### src/rtl/fc1_sequencer.sv
// fc1_sequencer: control FSM that sequences one fc1 inference pass over all input features.
// Optional performance counters are built only when FC1_SEQ_PERF_CNT_EN is defined.
module fc1_sequencer #(
   parameter int unsigned NUM_INPUTS = 784,
   parameter int unsigned ADDR_WIDTH = $clog2(784),
   parameter int unsigned RD_LATENCY = 1,
   parameter int unsigned PERF_WIDTH = 32
) (
   input  logic                  clk,
   input  logic                  rst,
   input  logic                  start,
   input  logic                  stall,
   output logic                  busy,
   output logic                  done,
   output logic [ADDR_WIDTH-1:0] feat_addr,
   output logic                  addr_valid,
   output logic                  pipe_en,
   output logic                  mac_clear,
   output logic                  mac_en,
   output logic                  mac_last,
   output logic                  result_valid,
   input  logic                  result_ready,
   output logic [PERF_WIDTH-1:0] perf_cycles,
   output logic [PERF_WIDTH-1:0] perf_stalls
);

   typedef enum logic [2:0] {StIdle, StClear, StRun, StDrain, StResult} state_e;

   localparam logic [ADDR_WIDTH-1:0] LastAddr = ADDR_WIDTH'(NUM_INPUTS - 1);

   state_e                state_q, state_d;
   logic [ADDR_WIDTH-1:0] cnt_q, cnt_d;
   logic                  done_q, done_d;
   logic [RD_LATENCY-1:0] vld_q, last_q;
   logic [RD_LATENCY:0]   vld_sh, last_sh;
   logic                  is_last;

   assign is_last = (cnt_q == LastAddr);

   always_ff @(posedge clk or posedge rst) begin
      if (rst) begin
         state_q <= StIdle;
         cnt_q   <= '0;
         done_q  <= 1'b0;
      end else begin
         state_q <= state_d;
         cnt_q   <= cnt_d;
         done_q  <= done_d;
      end
   end

   always_comb begin
      state_d = state_q;
      cnt_d   = cnt_q;
      done_d  = 1'b0;
      case (state_q)
         StIdle: begin
            if (start) state_d = StClear;
         end
         StClear: begin
            cnt_d   = '0;
            state_d = StRun;
         end
         StRun: begin
            // Counter holds on the last address so it never wraps.
            if (!stall) begin
               if (is_last) state_d = StDrain;
               else         cnt_d   = cnt_q + ADDR_WIDTH'(1);
            end
         end
         StDrain: begin
            if (mac_last) state_d = StResult;
         end
         StResult: begin
            if (result_ready) begin
               state_d = StIdle;
               done_d  = 1'b1;
            end
         end
         default: state_d = StIdle;
      endcase
   end

   // Read-latency delay line; frozen together with the external read pipeline.
   assign vld_sh  = {vld_q, addr_valid};
   assign last_sh = {last_q, is_last};

   always_ff @(posedge clk or posedge rst) begin
      if (rst) begin
         vld_q  <= '0;
         last_q <= '0;
      end else if (!stall) begin
         vld_q  <= vld_sh[RD_LATENCY-1:0];
         last_q <= last_sh[RD_LATENCY-1:0];
      end
   end

   assign busy         = (state_q != StIdle);
   assign addr_valid   = (state_q == StRun);
   assign mac_clear    = (state_q == StClear);
   assign result_valid = (state_q == StResult);
   assign feat_addr    = cnt_q;
   assign done         = done_q;
   assign pipe_en      = !stall;
   assign mac_en       = vld_q[RD_LATENCY-1] & !stall;
   assign mac_last     = mac_en & last_q[RD_LATENCY-1];

`ifdef FC1_SEQ_PERF_CNT_EN
   logic [PERF_WIDTH-1:0] perf_cyc_q, perf_stl_q;
   logic                  stall_cnt;

   assign stall_cnt = stall && ((state_q == StRun) || (state_q == StDrain));

   always_ff @(posedge clk or posedge rst) begin
      if (rst) begin
         perf_cyc_q <= '0;
         perf_stl_q <= '0;
      end else if (state_q == StIdle) begin
         if (start) begin
            perf_cyc_q <= '0;
            perf_stl_q <= '0;
         end
      end else begin
         if (~&perf_cyc_q)             perf_cyc_q <= perf_cyc_q + PERF_WIDTH'(1);
         if (stall_cnt && ~&perf_stl_q) perf_stl_q <= perf_stl_q + PERF_WIDTH'(1);
      end
   end

   assign perf_cycles = perf_cyc_q;
   assign perf_stalls = perf_stl_q;
`else
   assign perf_cycles = '0;
   assign perf_stalls = '0;
`endif

endmodule

### config.mk
export PLATFORM = sky130hd
export DESIGN_NAME = fc1_sequencer
export DESIGN_NICKNAME = d
export VERILOG_FILES = /design/src/rtl/fc1_sequencer.sv
export SDC_FILE = /design/constraint.sdc
export NUM_CORES = 1
export LEC_CHECK = 0
export ABC_AREA = 0
export BUFFER_PORTS_ARGS = -buffer_cell sky130_fd_sc_hd__buf_2
export CORE_ASPECT_RATIO = 1.75
export CORE_MARGIN = 2
export CORE_UTILIZATION = 42
export CTS_CLUSTER_DIAMETER = 60
export DETAILED_ROUTE_END_ITERATION = 10
export PLACE_DENSITY = 0.86
export SYNTH_ARGS = -nofsm -noshare
export SYNTH_HDL_FRONTEND = slang
export SYNTH_SLANG_ARGS = --single-unit
### constraint.sdc
create_clock -name clk -period 2.8 [get_ports clk]
set_clock_uncertainty 0.05 [all_clocks]
set_input_delay 0.84 -clock clk [delete_from_list [all_inputs] [get_ports clk]]
set_output_delay 0.84 -clock clk [all_outputs]
set_load 0.01 [all_outputs]
Yosys cells after proc, flatten, opt, wreduce, memory -nomap -nowiden
Cells that the tools add are included.
{ "op_classes": {"n_addsub": 1, "n_eq_ne": 11, "mux": 11, "bitwise": 2, "reduce_logical": 6} }
{ "op_table": {"columns": ["operator", "count"], "rows": [
  ["10-bit two-way mux", 2],
  ["10-bit case mux with 2 select lines", 1],
  ["3-bit two-way mux", 5],
  ["3-bit case mux with 5 select lines", 1],
  ["10-bit by 1-bit adder with 10-bit output (second input constant)", 1],
  ["10-bit == test (second input constant)", 1],
  ["2-bit inequality test (second input constant)", 4],
  ["3-bit by 2-bit == test with 1-bit output (second input constant)", 2],
  ["5-bit AND reduction", 1],
  ["2-bit by 1-bit inequality test with 1-bit output (second input constant)", 2],
  ["3-bit by 1-bit == test with 1-bit output (second input constant)", 1],
  ["3-bit == test (second input constant)", 1],
  ["3-bit logical NOT", 1],
  ["3-bit AND reduction", 1],
  ["3-bit nonzero test", 1],
  ["1-bit AND", 2],
  ["1-bit two-way mux", 2],
  ["2-bit nonzero test", 1],
  ["1-bit logical NOT", 1]
]} }
{ "totals": {"regBits": 16, "output_inout_bits": 82, "elab_cells": 36} }

Logic depth before layout (Yosys ltp)
{ "depth": {"depth_word": 5, "mapped_depth": 7, "ltp_nobuf": 5} }

Least setup slack after synthesis
Ideal clock, no wire load.
{ "synth_timing": {"path_kind": "input -> register", "start": "input port stall", "end": "register cnt_q[9], in the netlist feat_addr[9]", "setup_time_ns": 0.078, "arrival_time_ns": 2.147, "slack_ns": 0.525, "stages": 4, "path_cell_list": "or3b_1 a211o_1 or4_1 a21oi_1"} }
{ "synth_via": {"elab_chain_cells": 2} }
{ "synth_lines": {"columns": ["element", "line", "rtl"], "rows": [
  ["start: declaration", "12", "input logic stall,"],
  ["2-bit inequality test (no line)", null, null],
  ["3-bit AND reduction (no line)", null, null],
  ["end signal: assignment", "47", "cnt_q <= cnt_d;"],
  ["end: declaration", "32", "logic [ADDR_WIDTH-1:0] cnt_q, cnt_d;"]
]} }
Every way passes these cells.
A chain may end at the register's enable or synchronous reset.

Worst setup path in the final report
{ "layout_timing": {"start": "register state_q[1]", "end": "output port mac_clear"} }
{ "layout_via": {"elab_chain_cells": 1} }
{ "layout_lines": {"columns": ["element", "line", "rtl"], "rows": [
  ["start: declaration", "31", "state_e state_q, state_d;"],
  ["start signal: assignment", "42", "state_q <= StIdle;"],
  ["start signal: assignment", "46", "state_q <= state_d;"],
  ["3-bit by 1-bit == test with 1-bit output", "100", "assign mac_clear = (state_q == StClear);"],
  ["end: declaration", "18", "output logic mac_clear,"]
]} }
Every way passes these cells.

==> run_results.csv <==
group,metric,value,unit
clocking,cts_buffers,3,
floorplan,die_area,3660,um2
synth,synth_top_flop_cell,"dfrtp_1",
grt,grt_pass1_wl,3400,um
power,sw_frac_of_total,41.3,%
floorplan,std_cell_rows,27,
worst_setup_path,startpoint_type,"register",
sta,holdWs,436,ps
sta,hold_viol_final,0,
grt,use_met1,12.7,%
floorplan,die_w,46.6,um
sta,fin_crit_sh,86.9,%
floorplan,die_h,78.5,um
clocking,cts_buffer_depth,2,
synth,yosysMostFrequentCell,"buf_4",
power,p_per_area,738,nW/um2
synth,async_flop_share,100,%
clocking,hold_buffers,0,
grt,grt_usage,12.7,%
route,avgViaCountPerCell,4.37,
grt,grtUsageMet3,0.690,%
synth,ys_seq_area_share,30.0,%
min_path,hold_path_class,"register to register",
synth,synth_area_per_cell,8.43,um2
route,drc,0,
clocking,htree_levels,1,
power,p_sw,0.395,mW
clocking,clk_pin_slew_worst_paths,60,ps
route,drtIter0Drc,27,
synth,synth_area_leader_cell,"buf_4",
route,wl,2270,um
synth,synth-seq-cells,16,
final_layout,nNetsFinal,187,
worst_setup_path,critPathBufInv,2,
route,wl_per_cell,10.2,um
worst_setup_path,crit_family,"simple AND/OR/NAND/NOR gates",
worst_setup_path,cp-end-kind,"output port",
grt,grt_max_degree,17,
grt,antenna_found_initial,0,
power,combPwrFrac,36.7,%
final_layout,syn_to_final_growth,-2.72,%
synth,yosysWarnings,0,
outcome,status,"completed",
final_layout,antennaDiodeCount,0,
synth,yosys-top-cells-area,"buf_4 36%, dfrtp_1 30%, o31ai_1 3.4%, a21oi_1 2.3%, nand2_1 2.3%",
synth,synth_area,1330,um2
sta,setup_viol,0,
synth,yosys.cell_types.count,31,
synth,synthCells,158,
route,vias,975,
sta,rsz0062_at_grt,"no",
worst_setup_path,crit_fanout,7,
sta,period_needed,2430,ps
power,p_leak,0.720,nW
sta,maxSlewViolCount,0,
grt,grt_pass1_vias,793,
placed_design,dp_hpwl,1780,um
power,p_int,0.562,mW
clocking,post_cts_resized,0,
sta,fin_setup_tns,0,ps
power,max-vdd-ir-drop,0.253,mV
sta,max_freq,411,MHz
clocking,clock_latency,250,ps
worst_setup_path,worst_ep_arrival_time,1540,ps
floorplan,core_area,3070,um2
worst_setup_path,criticalPathCategory,"register to output port",
sta,worst_slew_pin_slew,610,ps
clocking,postCtsSetupBuffers,0,
placed_design,place.port_buffers,22,
route,ant_nets,0,
clocking,cts_tree,"yes",
worst_setup_path,slowest_delay,440,ps
grt,overflow,0,
sta,slew_headroom,59.3,%
final_layout,drive_above_1_share,16.1,%
worst_setup_path,cp_cell_sequence,"nand2b_1, or2_2, inv_1, buf_2",
placed_design,gp_congestion,0.779,
flow_run,maxCapViolCount,0,
grt,grt_use_met2,22.5,%
floorplan,initial_core_util,43.3,%
power,power_frac_clock,21.2,%
synth,ys_top_cells_by_count,"64 x buf_4, 16 x dfrtp_1, 8 x nand2_1",
route,drt-pass1-iter-count,4,
grt,grt_busiest_layer,"met2",
clocking,cts_root_buf,"clkbuf_8",
clocking,cts.sinks,16,
synth,synth-edff-count,0,
power,pwr-share-seq,42.1,%
synth,synth_top_area_share,36.1,%
worst_setup_path,slowest_stage,"dfrtp_1",
floorplan,io_pins,87,
worst_setup_path,required,1910,ps
flip-flops by register name, summed over array words and instances, names as in the netlist:
| register | cells |
|---|---|
| feat_addr | 10 |
| state_q | 3 |
| last_q | 1 |
| done | 1 |
| vld_q | 1 |
routing by layer:
metal,up-vias,share of wire [%]
li1,449,-
met1,453,34
met2,67,54
met3,6,9.8
met4,0,2.6
met5,-,0
power by group through the flow:
| stage | combinational (mW) | clock, mW | sequential (mW) |
|---|---|---|---|
| after floorplan | 0.277 | 0 | 0.411 |
| after global placement | 0.341 | 0 | 0.399 |
| after detailed placement | 0.348 | 0 | 0.406 |
| after CTS | 0.354 | 0.206 | 0.401 |
| after global routing | 0.392 | 0.212 | 0.419 |
| final | 0.351 | 0.203 | 0.402 |
logic make-up (layout without fill, tap and decap cells):
group | count (synthesis) | in the layout | share of synthesized area, %
buffers and inverters | 74 | 33 | 38.9
AND/OR/NAND/NOR | 41 | 41 | 17.7
AO/OA/AOI/OAI | 23 | 23 | 10.7
flip-flops | 16 | 16 | 30.0
multiplexers | 2 | 2 | 1.50
adder cells (fa/ha/maj) | 1 | 1 | 0.939
other | 1 | 64 | 0.281
final timing paths:
path,startpoint,end,slack [ps],depth (start not counted)
max,state_q[1],mac_clear,370,4
min,last_q,last_q,440,2
min in group asynchronous,rst,feat_addr[7],610,2
max reg2reg,feat_addr[0],feat_addr[3],760,5
min reg2reg,last_q,last_q,440,2
max in group asynchronous,rst,last_q,1700,2
tightest hold or removal path, delay by kind of cell (launching register included):
kind,cells,cell delay [ps]
DFF,1,340
AOI/OAI and AO/OA,1,60
and+or+nand+nor,1,40
layout make-up:
class                      instances  area, um2
tap                               43       53.8
timing repair buffer              22        110
inverter                           7       26.3
multi-input combinational        131        651
sequential                        16        400
clock buffer                       4       55.1
fill                             334       1780
layout by cell type (no fill, tap or decap), types with 2 or more instances in the layout:
master    count
buf_2        22
or2_2         2
nor2b_1       2
nand4_1       3
dfrtp_1      16
nor2_1        5
o21ai_0       5
a21oi_1       6
nand3_1       5
nand2_1       8
o31ai_1       6
a21o_1        2
inv_1         7
o22ai_1       2
and3_1        3
mux2i_1       2
conb_1       64
clkbuf_8      4
or4_1         4
metrics by stage:
step	setup WS, ps	total power, mW	utilization [%]	std cells	area (um2)
final	368	0.956	42.2	223	1300
after global routing	279	1.02	42.2	223	1300
after CTS	378	0.961	42.2	223	1300
after detailed placement	311	0.754	40.4	219	1240
after global placement	318	0.740	40.4	219	1240
after floorplan	525	0.688	-	221	1570
Note: power is estimated with default switching activity, not from simulation.
